===== src/rtl/mdu_pkg.sv =====
// mdu_pkg: shared types and constants for the iterative multiplier.
//   mul_state_t   : IDLE / BUSY / DONE sequencer states
//   F3_*          : Funct3 encodings of the multiply operations
//   digit_bits()  : multiplier bits consumed per cycle for a given RLOG
package mdu_pkg;

    typedef enum logic [1:0] {
        IDLE = 2'd0,
        BUSY = 2'd1,
        DONE = 2'd2
    } mul_state_t;

    localparam logic [2:0] F3_MUL    = 3'b000;
    localparam logic [2:0] F3_MULH   = 3'b001;
    localparam logic [2:0] F3_MULHSU = 3'b010;
    localparam logic [2:0] F3_MULHU  = 3'b011;

    // RLOG=0 still has to consume one bit per cycle.
    function automatic int digit_bits(input int rlog);
        return (rlog < 1) ? 1 : rlog;
    endfunction

endpackage


===== src/rtl/mul_iter_step.sv =====
// mul_iter_step: one iteration of the multiplier datapath.
//   areg     in   AW  shifted multiplicand
//   digit    in   D   current unsigned multiplier digit
//   acc      in   AW  running accumulator
//   acc_next out  AW  acc + areg*digit, modulo 2**AW
module mul_iter_step
    import mdu_pkg::*;
#(
    parameter int AW = 130,
    parameter int D  = 2
) (
    input  logic [AW-1:0] areg,
    input  logic [D-1:0]  digit,
    input  logic [AW-1:0] acc,
    output logic [AW-1:0] acc_next
);

    logic [AW-1:0] digit_w;

    assign digit_w  = {{(AW-D){1'b0}}, digit};
    assign acc_next = acc + (areg * digit_w);

endmodule


===== src/rtl/mul_iter.sv =====
// mul_iter: iterative radix-2**RLOG multiplier producing the full 2*XLEN-bit
// product for MUL / MULH / MULHSU / MULHU.
//   clk, reset      clock, asynchronous active-low reset
//   StartE          request (taken in IDLE, or in DONE when not stalled)
//   FlushE          abort an in-flight operation (wins over StartE)
//   StallM          hold DONE and its result
//   Funct3E         operation select
//   ForwardedSrcAE  multiplicand
//   ForwardedSrcBE  multiplier
//   BusyE           iteration in progress
//   DoneM           ProdM valid (high exactly while in DONE)
//   ProdM           registered product
//   state_dbg       current sequencer state
// Handshake: StartE is sampled on a clock edge; the operation is accepted on
// the edge where the sequencer is IDLE (or DONE with StallM low) and FlushE is
// low. BusyE is then high for every iteration cycle, and DoneM rises on the
// cycle after the last one, staying high while StallM holds it.
// Build option: define MUL_EARLY_OUT_EN to leave BUSY as soon as the remaining
// multiplier bits are all zero.
module mul_iter
    import mdu_pkg::*;
#(
    parameter int XLEN = 64,
    parameter int RLOG = 2
) (
    input  logic              clk,
    input  logic              reset,
    input  logic              StartE,
    input  logic              FlushE,
    input  logic              StallM,
    input  logic [2:0]        Funct3E,
    input  logic [XLEN-1:0]   ForwardedSrcAE,
    input  logic [XLEN-1:0]   ForwardedSrcBE,
    output logic              BusyE,
    output logic              DoneM,
    output logic [2*XLEN-1:0] ProdM,
    output mul_state_t        state_dbg
);

    localparam int D  = digit_bits(RLOG);
    localparam int N  = XLEN / D;
    localparam int CW = $clog2(N) + 1;
    localparam int AW = 2 * XLEN + 2;

    mul_state_t state, state_next;

    logic [AW-1:0]   areg, acc, acc_step, a_load, acc_load;
    logic [XLEN-1:0] breg, breg_shift;
    logic [CW-1:0]   cnt;
    logic [XLEN:0]   a_ext;
    logic            a_signed, b_signed, b_top;
    logic            start_ok, last_digit, finish;
    logic            load, step, commit;

    // Operand extension to XLEN+1 bits.
    assign a_signed = (Funct3E != F3_MULHU);
    assign b_signed = (Funct3E == F3_MULH);
    assign a_ext    = {a_signed & ForwardedSrcAE[XLEN-1], ForwardedSrcAE};
    assign b_top    = b_signed & ForwardedSrcBE[XLEN-1];
    assign a_load   = {{(XLEN+1){a_ext[XLEN]}}, a_ext};
    // The digits only cover B[XLEN-1:0]; a negative B is corrected up front
    // by preloading -A*2**XLEN, so no extra iteration is needed.
    assign acc_load = b_top ? -(a_load << XLEN) : '0;

    mul_iter_step #(.AW(AW), .D(D)) u_step (
        .areg     (areg),
        .digit    (breg[D-1:0]),
        .acc      (acc),
        .acc_next (acc_step)
    );

    assign breg_shift = breg >> D;
    assign last_digit = (cnt == CW'(N - 1));

`ifdef MUL_EARLY_OUT_EN
    // Remaining digits are all zero: the accumulator is already final.
    assign finish = last_digit | (breg_shift == '0);
`else
    assign finish = last_digit;
`endif

    assign start_ok = StartE & ~FlushE;

    always_ff @(posedge clk or negedge reset) begin
        if (!reset) state <= IDLE;
        else        state <= state_next;
    end

    always_comb begin
        state_next = state;
        load       = 1'b0;
        step       = 1'b0;
        commit     = 1'b0;
        unique case (state)
            IDLE: begin
                if (start_ok) begin
                    state_next = BUSY;
                    load       = 1'b1;
                end
            end
            BUSY: begin
                if (FlushE) begin
                    state_next = IDLE;
                end else begin
                    step = 1'b1;
                    if (finish) begin
                        state_next = DONE;
                        commit     = 1'b1;
                    end
                end
            end
            DONE: begin
                if (!StallM) begin
                    if (start_ok) begin
                        state_next = BUSY;
                        load       = 1'b1;
                    end else begin
                        state_next = IDLE;
                    end
                end
            end
            default: state_next = IDLE;
        endcase
    end

    always_ff @(posedge clk or negedge reset) begin
        if (!reset) begin
            areg  <= '0;
            breg  <= '0;
            acc   <= '0;
            cnt   <= '0;
            ProdM <= '0;
        end else begin
            if (load) begin
                areg <= a_load;
                breg <= ForwardedSrcBE;
                acc  <= acc_load;
                cnt  <= '0;
            end else if (step) begin
                areg <= areg << D;
                breg <= breg_shift;
                acc  <= acc_step;
                cnt  <= cnt + CW'(1);
            end
            if (commit) ProdM <= acc_step[2*XLEN-1:0];
        end
    end

    assign BusyE     = (state == BUSY);
    assign DoneM     = (state == DONE);
    assign state_dbg = state;

endmodule


===== config.mk =====
export PLATFORM = sky130hd
export DESIGN_NAME = mul_iter
export DESIGN_NICKNAME = d
export VERILOG_FILES = /design/src/rtl/mdu_pkg.sv /design/src/rtl/mul_iter_step.sv /design/src/rtl/mul_iter.sv
export SDC_FILE = /design/constraint.sdc
export NUM_CORES = 1
export LEC_CHECK = 0
export ABC_AREA = 1
export BUFFER_PORTS_ARGS = -buffer_cell sky130_fd_sc_hd__buf_4
export CAP_MARGIN = 0
export CORE_ASPECT_RATIO = 2
export CORE_MARGIN = 3
export CORE_UTILIZATION = 42
export DETAILED_ROUTE_END_ITERATION = 6
export HOLD_SLACK_MARGIN = 0.02
export SYNTH_ARGS = -nofsm -noshare
export SYNTH_HDL_FRONTEND = slang
export SYNTH_SLANG_ARGS = --single-unit

===== constraint.sdc =====
create_clock -name clk -period 6.5 [get_ports clk]
set_input_delay 0 -clock clk [delete_from_list [all_inputs] [get_ports clk]]
set_output_delay 0 -clock clk [all_outputs]
set_load 0.02 [all_outputs]

==> results.py <==
metrics = {
    "outcome": {
        "outcome": "complete, but fails checks",
        "failed_checks": "negative hold slack",
    },
    "finish": {
        "final_cell_area_um2": 43600,
        "layout-area-overhead-vs-synth_pct": 17.1,
        "most_frequent_standard_cell_in_the_layout_excluding_fill_and_tap_cells": "nand2_1",
        "design.final.nets": 6420,
        "drive_above_1_share": 0.0778,
        "most-common-layout-cells": "1973 x nand2_1, 1191 x inv_1, 454 x dfrtp_1, 424 x nor2_1, 310 x buf_4",
    },
    "synthesis": {
        "synth.distinct_cells": 58,
        "seq_area_frac_synth": 0.307,
        "synth.net_count": 6069,
        "synth.ff_latch_count": 456,
        "synthesis.area_um2": 37200,
        "synth_area_per_cell_um2": 6.55,
        "postSynth.asyncResetShare": 1.00,
        "yosys_most_used_dff": "dfrtp_1",
        "synth_enable_flop_cells": 0,
        "netlist_instances": 5677,
        "synth-warning-count": 0,
    },
    "routing": {
        "drt_pre_antenna_iters": 6,
        "vias": 38900,
        "detailedRoute.firstIterationViolations": 3242,
        "detail_route.vias_per_cell": 5.38,
        "final_routed_wirelength_across_all_metal_layers_mm": 192,
        "drt_drc_violations_left": 0,
        "postRouteAntennaNets": 0,
        "detail_route.wl_per_cell_um": 26.6,
    },
    "sta": {
        "fin_skew_ps": 39.2,
        "grt_setup_unrepaired": "no",
        "total_negative_setup_slack_ps": 0,
        "hold_viol_final": 7,
        "fin_worst_hold_slack_ps": -17.7,
        "maxSlewHeadroom": 0.0943,
        "post-route-min-period_ps": 5400,
        "timing.fmax_ghz": 0.185,
        "fin_crit_sh": 0.831,
        "final-max-slew-violation-count": 0,
        "finalSetupViolCount": 0,
        "worstMarginPinSlew_ps": 1340,
    },
    "global_routing": {
        "grt_pass1_vias": 39800,
        "grt_max_degree": 140,
        "grt.total_usage": 0.414,
        "gr-total-overflow": 0,
        "first_pass_grt_wire_length_mm": 271,
        "antenna_violations_before_repair": 4,
    },
    "clock_network": {
        "cts.repair.resized": 0,
        "cts_post_setup_buffers_inserted": 0,
        "clk_pin_slew_worst_paths_ps": 70,
        "clk_root_buf": "clkbuf_16",
        "worstSkewPairLatency_ps": 660,
        "total_clock_buffers_created_by_cts": 46,
        "holdBufCountCts": 139,
        "ctsLongestPathBuffers": 3,
        "clock_tree.htree_level_count": 2,
        "cts_tree": "yes",
        "cts_num_sinks": 456,
    },
    "floorplanning": {
        "die_area_um2": 92400,
        "coreArea_um2": 87500,
        "num_rows": 153,
        "floorplan.die.width_um": 216,
        "die-height_um": 427,
        "pin_count": 268,
        "floorplan.initialDensity": 0.425,
    },
    "critical_path": {
        "worst_ep_arrival_time_ps": 5910,
        "timing.critical_path.buf_inv": 4,
        "cp_common_cell": "nand2_1",
        "critPathTopFamily": "simple AND/OR/NAND/NOR gates",
        "master_of_the_slowest_instance_on_the_critical_path": "dfrtp_4",
        "crit_path_max_incr_delay_ps": 830,
        "critical_path.max_fanout": 45,
        "crit_path_cell_trace": "buf_4 > buf_4 > nand2_1 > fa_1 > inv_1 > ha_1 > nand2_1 > inv_1 > nand2_1 > nand3_1 > a21oi_1 > nand2_1 > nand3b_1 > xnor2_1 > o21ai_0",
        "kind_of_end_point_of_the_critical_path": "register",
        "required_arrival_time_at_the_worst_endpoint_ps": 7010,
        "timing.critical_path.from": "breg[0]",
        "worstReg2RegStart": "breg[0]",
        "setup.worst_path.start_class": "register",
        "crit_type": "reg -> reg",
    },
    "power_and_ir_drop": {
        "cellPowerDensity_nw_per_um2": 359,
        "power.ir.vdd_worst_v": 0.000352,
        "design_power_total_mw": 15.6,
        "total_leakage_power_nw": 23.9,
    },
    "job": {
        "cap_viol_max_count": 0,
    },
    "hold_path": {
        "holdCritPathClass": "in -> async",
    },
    "placed_design": {
        "gp_routability_congestion": 1.09,
        "input_output_buffers": 267,
        "post-dp-hpwl_mm": 158,
        "placed_area_um2": 40600,
    },
}
==> synth_stat cells, types with 40 or more instances <==
master    instances  area (µm²)
xnor2_1          65         569
ha_1            129        1610
o22ai_1          58         363
o221ai_1         90         788
nor3_1           45         225
a22oi_1          40         300
dfrtp_1         456       11400
o21ai_0         184         921
nand2_1        1975        7410
fa_1            127        2540
inv_1          1194        4480
clkbuf_1        115         432
o21bai_1         44         330
nor2_1          425        1600
a21oi_1         190         951
nand3_1         306        1530
==> cells by family (layout without fill, tap and decap cells) <==
family,Yosys count,in the layout,synth area share
other cells,0,2,0
buf+inv,1352,1740,0.138
compound gates,652,652,0.107
fa+ha+maj,256,256,0.112
xor+xnor,83,83,0.0195
flops,456,456,0.307
simple gates,2878,2878,0.317
==> flip-flops by register name, indices dropped and copies added, names as in the netlist <==
name and count:
areg 128, cnt 6, acc 128, breg 64, ProdM 128, state_dbg 2
==> through the flow <==
step,util,worst slack [ps],hold WS (ps),instances
3_5_place_dp,0.464,1200,115,7003
5_1_grt,0.498,999,71.3,7228
2_1_floorplan,-,3110,-296,5677
4_1_cts,0.498,1190,29.1,7227
6_report,0.498,1100,-17.7,7229
3_3_place_gp,0.464,1250,131,7003
==> final timing paths <==
check	end	slack [ps]	cells after the start
setup / recovery	ProdM[57]	1100	15
hold / removal	breg[35]	-20	2
setup reg to reg	ProdM[57]	1100	15
hold reg to reg	ProdM[6]	480	2
max in group asynchronous	ProdM[101]	5090	3
min in group clk	areg[67]	30	4
==> where the power goes <==
group          internal (mW)  total, mW  switching [mW]
Combinational           2.60       8.65            6.05
Clock                   1.63       2.94            1.32
Sequential              3.50       4.04           0.544
==> layer usage <==
metal,share of wire,up-vias,global-route usage
met5,0.00048,-,0.00645
met2,0.49,1574,0.738
met1,0.32,18500,0.391
li1,-,18100,-
met3,0.050,659,0.0592
met4,0.14,4,0.430
==> area by class of cell <==
cell class	instances	area, µm²
Inverter	1198	4510
Sequential cell	456	11400
Clock inverter	23	309
Multi-Input combinational cell	3869	20700
Antenna cell	2	5.00
Tap cell	1162	1450
Timing Repair Buffer	457	3870
Fill cell	9161	43900
Clock buffer	62	1300
(Power assumes the default switching activity.)
